### src/rtl/seq_mul_pkg.sv
// Shared definitions for the sequential RISC-V multiplier: op encodings, FSM states, operand signedness.
package seq_mul_pkg;

  localparam logic [1:0] OP_MUL    = 2'b00;
  localparam logic [1:0] OP_MULH   = 2'b01;
  localparam logic [1:0] OP_MULHSU = 2'b10;
  localparam logic [1:0] OP_MULHU  = 2'b11;

  typedef enum logic [1:0] {
    IDLE = 2'd0,
    CALC = 2'd1,
    FIX  = 2'd2
  } state_t;

  typedef struct packed {
    logic a_sgn;
    logic b_sgn;
  } sgn_t;

  // MUL only keeps the low half, which is sign-agnostic, so it runs unsigned.
  function automatic sgn_t op_sign(input logic [1:0] op);
    sgn_t s;
    s.a_sgn = (op == OP_MULH) || (op == OP_MULHSU);
    s.b_sgn = (op == OP_MULH);
    return s;
  endfunction

endpackage

### src/rtl/seq_mul_dp.sv
// Shift-add datapath: {carry,hi,lo} accumulator, XLEN+1-bit adder and final sign fix; one iteration per step.
// No backpressure of its own, the FSM sequences it; SEQ_MUL_EARLY_OUT_EN adds the early-out barrel shift.
module seq_mul_dp
  import seq_mul_pkg::*;
#(
  parameter int XLEN = 64
) (
  input  logic                Clk,
  input  logic                Rst,
  input  logic                load,
  input  logic [XLEN-1:0]     mcand,
  input  logic [XLEN-1:0]     mplier,
  input  logic                step,
`ifdef SEQ_MUL_EARLY_OUT_EN
  input  logic                skip,
  input  logic [$clog2(XLEN):0] cnt,
  output logic                rem_zero,
`endif
  input  logic                neg,
  output logic [2*XLEN-1:0]   prod_fix
);

  logic [2*XLEN-1:0] acc_q;
  logic [XLEN-1:0]   mcand_q;
  logic [XLEN-1:0]   addend;
  logic [XLEN:0]     sum;

  assign addend   = acc_q[0] ? mcand_q : '0;
  assign sum      = {1'b0, acc_q[2*XLEN-1:XLEN]} + {1'b0, addend};
  assign prod_fix = neg ? -acc_q : acc_q;

`ifdef SEQ_MUL_EARLY_OUT_EN
  localparam int SW = $clog2(XLEN) + 1;
  logic [XLEN-1:0] rem_mask;
  logic [SW-1:0]   shamt;

  // Multiplier bits not yet consumed sit in lo[XLEN-1-cnt:0].
  assign rem_mask = {XLEN{1'b1}} >> cnt;
  assign rem_zero = (acc_q[XLEN-1:0] & rem_mask) == '0;
  assign shamt    = SW'(XLEN) - cnt;
`endif

  always_ff @(posedge Clk) begin
    if (Rst) begin
      acc_q   <= '0;
      mcand_q <= '0;
    end else if (load) begin
      acc_q   <= {{XLEN{1'b0}}, mplier};
      mcand_q <= mcand;
    end else if (step) begin
      acc_q <= {sum, acc_q[XLEN-1:1]};
`ifdef SEQ_MUL_EARLY_OUT_EN
    end else if (skip) begin
      acc_q <= acc_q >> shamt;
`endif
    end
  end

endmodule

### src/rtl/seq_mul_unit.sv
// RISC-V M-extension multiplier (MUL/MULH/MULHSU/MULHU), done XLEN+1 cycles after accept (SEQ_MUL_EARLY_OUT_EN: msb(|b|)+3).
// Accepts on start_i && ready_o; no queueing while busy; flush_i aborts without done_o.
module seq_mul_unit
  import seq_mul_pkg::*;
#(
  parameter int XLEN  = 64,
  parameter int CNT_W = $clog2(XLEN) + 1
) (
  input  logic              Clk,
  input  logic              Rst,
  input  logic              start_i,
  input  logic [1:0]        op_i,
  input  logic [XLEN-1:0]   a_i,
  input  logic [XLEN-1:0]   b_i,
  input  logic              flush_i,
  output logic              ready_o,
  output logic              busy_o,
  output logic              done_o,
  output logic [XLEN-1:0]   result_o,
  output logic [2*XLEN-1:0] prod_o
);

  state_t            state_q, state_d;
  logic [CNT_W-1:0]  cnt_q;
  logic [1:0]        op_q;
  logic              neg_q;
  logic              accept;
  logic              step;
  sgn_t              sgn;
  logic              a_neg, b_neg;
  logic [XLEN-1:0]   a_mag, b_mag;
  logic [2*XLEN-1:0] prod_fix;
`ifdef SEQ_MUL_EARLY_OUT_EN
  logic              skip;
  logic              rem_zero;
`endif

  assign sgn     = op_sign(op_i);
  assign a_neg   = sgn.a_sgn & a_i[XLEN-1];
  assign b_neg   = sgn.b_sgn & b_i[XLEN-1];
  assign a_mag   = a_neg ? -a_i : a_i;
  assign b_mag   = b_neg ? -b_i : b_i;
  assign ready_o = (state_q == IDLE);
  assign busy_o  = (state_q == CALC) || (state_q == FIX);
  assign accept  = start_i && ready_o && !flush_i;

  always_comb begin
    state_d = state_q;
    step    = 1'b0;
`ifdef SEQ_MUL_EARLY_OUT_EN
    skip    = 1'b0;
`endif
    case (state_q)
      IDLE: if (accept) state_d = CALC;
      CALC: begin
        if (flush_i) begin
          state_d = IDLE;
`ifdef SEQ_MUL_EARLY_OUT_EN
        end else if (rem_zero) begin
          skip    = 1'b1;
          state_d = FIX;
`endif
        end else begin
          step = 1'b1;
          if (cnt_q == CNT_W'(XLEN - 1)) state_d = FIX;
        end
      end
      FIX:     state_d = IDLE;
      default: state_d = IDLE;
    endcase
  end

  always_ff @(posedge Clk) begin
    if (Rst) begin
      state_q  <= IDLE;
      cnt_q    <= '0;
      op_q     <= OP_MUL;
      neg_q    <= 1'b0;
      done_o   <= 1'b0;
      result_o <= '0;
      prod_o   <= '0;
    end else begin
      state_q <= state_d;
      done_o  <= 1'b0;
      if (accept) begin
        op_q  <= op_i;
        neg_q <= a_neg ^ b_neg;
        cnt_q <= '0;
      end else if (step) begin
        cnt_q <= cnt_q + CNT_W'(1);
      end
      if ((state_q == FIX) && !flush_i) begin
        prod_o   <= prod_fix;
        result_o <= (op_q == OP_MUL) ? prod_fix[XLEN-1:0] : prod_fix[2*XLEN-1:XLEN];
        done_o   <= 1'b1;
      end
    end
  end

  seq_mul_dp #(
    .XLEN(XLEN)
  ) u_dp (
    .Clk      (Clk),
    .Rst      (Rst),
    .load     (accept),
    .mcand    (a_mag),
    .mplier   (b_mag),
    .step     (step),
`ifdef SEQ_MUL_EARLY_OUT_EN
    .skip     (skip),
    .cnt      (cnt_q),
    .rem_zero (rem_zero),
`endif
    .neg      (neg_q),
    .prod_fix (prod_fix)
  );

endmodule
### config.mk
export PLATFORM = sky130hd
export DESIGN_NAME = seq_mul_unit
export DESIGN_NICKNAME = d
export VERILOG_FILES = /design/src/rtl/seq_mul_pkg.sv /design/src/rtl/seq_mul_dp.sv /design/src/rtl/seq_mul_unit.sv
export SDC_FILE = /design/constraint.sdc
export NUM_CORES = 1
export LEC_CHECK = 0
export BUFFER_PORTS_ARGS = -buffer_cell sky130_fd_sc_hd__buf_2
export CAP_MARGIN = 0
export CORE_MARGIN = 10
export CORE_UTILIZATION = 59
export DETAILED_ROUTE_END_ITERATION = 16
export PLACE_DENSITY = 0.82
export SYNTH_ARGS = -nofsm -noshare
export SYNTH_HDL_FRONTEND = slang
export SYNTH_SLANG_ARGS = --single-unit
### constraint.sdc
create_clock -name Clk -period 5.5 [get_ports Clk]
set_input_delay 1.1 -clock Clk [delete_from_list [all_inputs] [get_ports Clk]]
set_output_delay 1.1 -clock Clk [all_outputs]
set_load 0.005 [all_outputs]
==> impl_results.md <==
- Status: completed
- CP startpoint kind: register
- XOR/XNOR Fraction of Synth Area: 10.8%
- F_max: 220 MHz
- Final setup violation count: 0
- Area after DPL: 0.0265 mm2
- Htree depth: 2
- Multi-input gate area: 0.0157 mm2
- Post-Layout Cell Count: 4,029
- Number of flops mapped to enable cells by yosys: 0
- Fin Setup TNS: 0 ps
- Post-synthesis compound-gate area fraction: 23.0%
- CP Class: reg2reg
- Post-synthesis mux area share: 0.734%
- Switching fraction of total power: 30.0%
- RSZ-0062 raised after global routing: no
- Slew of the pin with the lowest slew margin: 1220 ps
- Clock power frac: 41.0%
- GPL Wtd Cong: 1.05
- Most frequent cells in the layout: 489 x nand2_1, 395 x dfxtp_1, 392 x nor2_1
- Cts repair resizes: 0
- Die area: 0.0502 mm2
- Die height: 224 um
- Vias per inst: 6.47
- Initial antenna violation count: 1
- CP arrival: 5050 ps
- Fin. max-slew vios: 0
- Post-Synthesis Cell Area: 0.0246 mm2
- Routed wire length: 93,500 um
- Register Area: 0.00795 mm2
- Yosys cell types: 70
- Setup bufs post-CTS: 0
- CTS Hold Bufs: 0
- Psw: 2180 uW
- Cell Int Power: 5080 uW
- Nets: 3,672
- Sequential power share: 42.6%
- Post-Synthesis Cells: 3,276
- Share of layout cells above drive strength 1: 13.9%
- Vias in the first global route: 24.2k
- Final instance area: 0.0279 mm2
- Slew HR: 18.9%
- Synthesized Nets: 3,483
- Most common cell after layout, fill and taps aside: nand2_1
- CTS root buf: clkbuf_16
- Worst min-delay path class: reg2reg
- Leakage: 0.0112 uW
- Final Hold Vio Count: 0
- Cell Rows: 74
- Wire per inst: 23.2 um
- Total GRT Usage: 35.2%
- Critical path endpoint category: register
- Post-route DRC violation count: 0
- Max-cap violation count: 0
- Logic pwr share: 16.4%
- Core box area: 0.0410 mm2
- Post-Synth Simple-Gate Area: 25.3%
- Port bufs: 328
- Placed cell count: 3,953
- Starting Density: 59.9%
- Clock buffer depth: 3
- WP data required: 5990 ps
- Vias: 26.1k
- Pwr Density: 260 mW/mm2
- Fill cells: 3,511
- First-pass GRT wire length: 140,000 um
- Setup Skew: 29.0 ps
- P&R area growth vs syn: 13.6%
- Worst-case vdd ir drop: 0.337 mV
- DPL Wire Length: 72,100 um
- Die Wd: 224 um
- Grt total ovfl: 0
- Final period util: 82.8%
- DRT iter0 DRCs: 3,219
- Flops & latches, synth: 397
- Most used DFF post-synth: dfxtp_1
- Drt pass-1 iters: 6
- Final min period: 4560 ps
- Num CTS Buffers: 42
- Ports: 329
- Antenna-violating nets left: 0
- Yosys Warn Count: 0
- Clock sinks: 397
- Final Util: 68.0%
- Synth Area in Adders: 3.75%
- CTS tree: built
- Post-synth ARST share: 0%
- CTS clk-pin slew, worst paths: 60 ps
- Pin count of the biggest net entering global routing: 252
- Clk_lat worst skew: 600 ps
- Syn Area/Cell: 7.50 um2
- CP Max Fanout: 10
- Largest family of logic cells by synthesized area: simple AND/OR/NAND/NOR gates
- Seq/Total Area, Yosys: 32.4%
==> registers in the layout, summed over array words and instances (netlist names) <==
register / cells
cnt_q: 7
done_o: 1
neg_q: 1
op_q: 2
prod_o: 128
result_o: 64
state_q: 2
u_dp.acc_q: 128
u_dp.mcand_q: 64
==> synth_stat cells (13+ instances only) <==
master	count	area, um2
or3_1	51	319
buf_1	22	82.6
a31oi_1	24	150
o41ai_1	32	280
nor4_1	40	250
or4_1	43	323
inv_1	27	101
nand2_1	490	1840
ha_1	72	901
o211ai_1	38	285
o22ai_1	13	81.3
mux2i_1	18	180
nand4_1	30	188
a21o_1	39	293
or2_2	18	113
nand2b_1	21	131
a211oi_1	133	998
dfxtp_1	397	7950
o21ai_0	184	921
a21oi_1	225	1130
clkbuf_1	207	777
xnor2_1	141	1230
a311oi_1	60	526
nor2_1	395	1480
and2_1	79	494
nand3_1	47	235
xor2_1	163	1430
nor3_1	85	425
o31ai_1	57	428
and3_1	14	87.6
==> worst max-delay path: stages (launching register included) <==
cell and delay (ps):
dfxtp_1 410, or4_4 590, or3_1 440, or4_4 600
or4_4 560, or3_4 380, or3_1 460, or4_4 580
nor3_2 120, a21oi_1 60, a32o_1 260
==> worst paths after layout <==
path                                          to        startpoint  cells past startpoint  slack (ps)
worst max register to register      result_o[61]    u_dp.acc_q[14]                     10         940
worst min register to register  u_dp.mcand_q[32]  u_dp.mcand_q[32]                      2         440
worst max-delay path                result_o[61]    u_dp.acc_q[14]                     10         940
worst min-delay path            u_dp.mcand_q[32]  u_dp.mcand_q[32]                      2         440
==> cell type report <==
class / instances / area share, %
Tap cell: 532 / 2.39
Multi-Input combinational cell: 2620 / 56.2
Timing Repair Buffer: 377 / 7.37
Inverter: 27 / 0.363
Clock buffer: 54 / 4.25
Antenna cell: 1 / 0.00897
Clock inverter: 21 / 0.941
Sequential cell: 397 / 28.5
==> cell families (layout without fill, tap and decap cells) <==
family	after synthesis	count (layout)
and+or+nand+nor	1354	1354
other	0	1
AOI/OAI and AO/OA	871	871
muxes	18	18
adders and majority gates	73	73
DFF	397	397
buffers and inverters	259	479
xor gates and xnor gates	304	304
==> per-stage QoR <==
stage / power [uW] / hold WS (ps) / worst slack, ps
2_1_floorplan: 3830 / 417 / 1180
3_3_place_gp: 4260 / 428 / 808
3_5_place_dp: 4290 / 437 / 777
4_1_cts: 7220 / 449 / 995
5_1_grt: 7440 / 473 / 809
6_report: 7260 / 445 / 945
==> power by group through the flow <==
stage                     registers, uW  logic (uW)  clock network, uW
after global placement             3140        1120                  0
after floorplan                    3090         740                  0
after CTS                          3080        1150               2990
after global routing               3100        1260               3080
final                              3090        1190               2980
after detailed placement           3150        1140                  0
==> metal layers <==
layer	GRT usage (%)	up-vias	wire length, um
met5	0	-	0
met4	19.9	0	5470
met3	7.32	276	9330
met2	55.5	1432	41500
met1	44.0	12300	37200
li1	-	12100	-
Power figures use the tool's default switching activity.
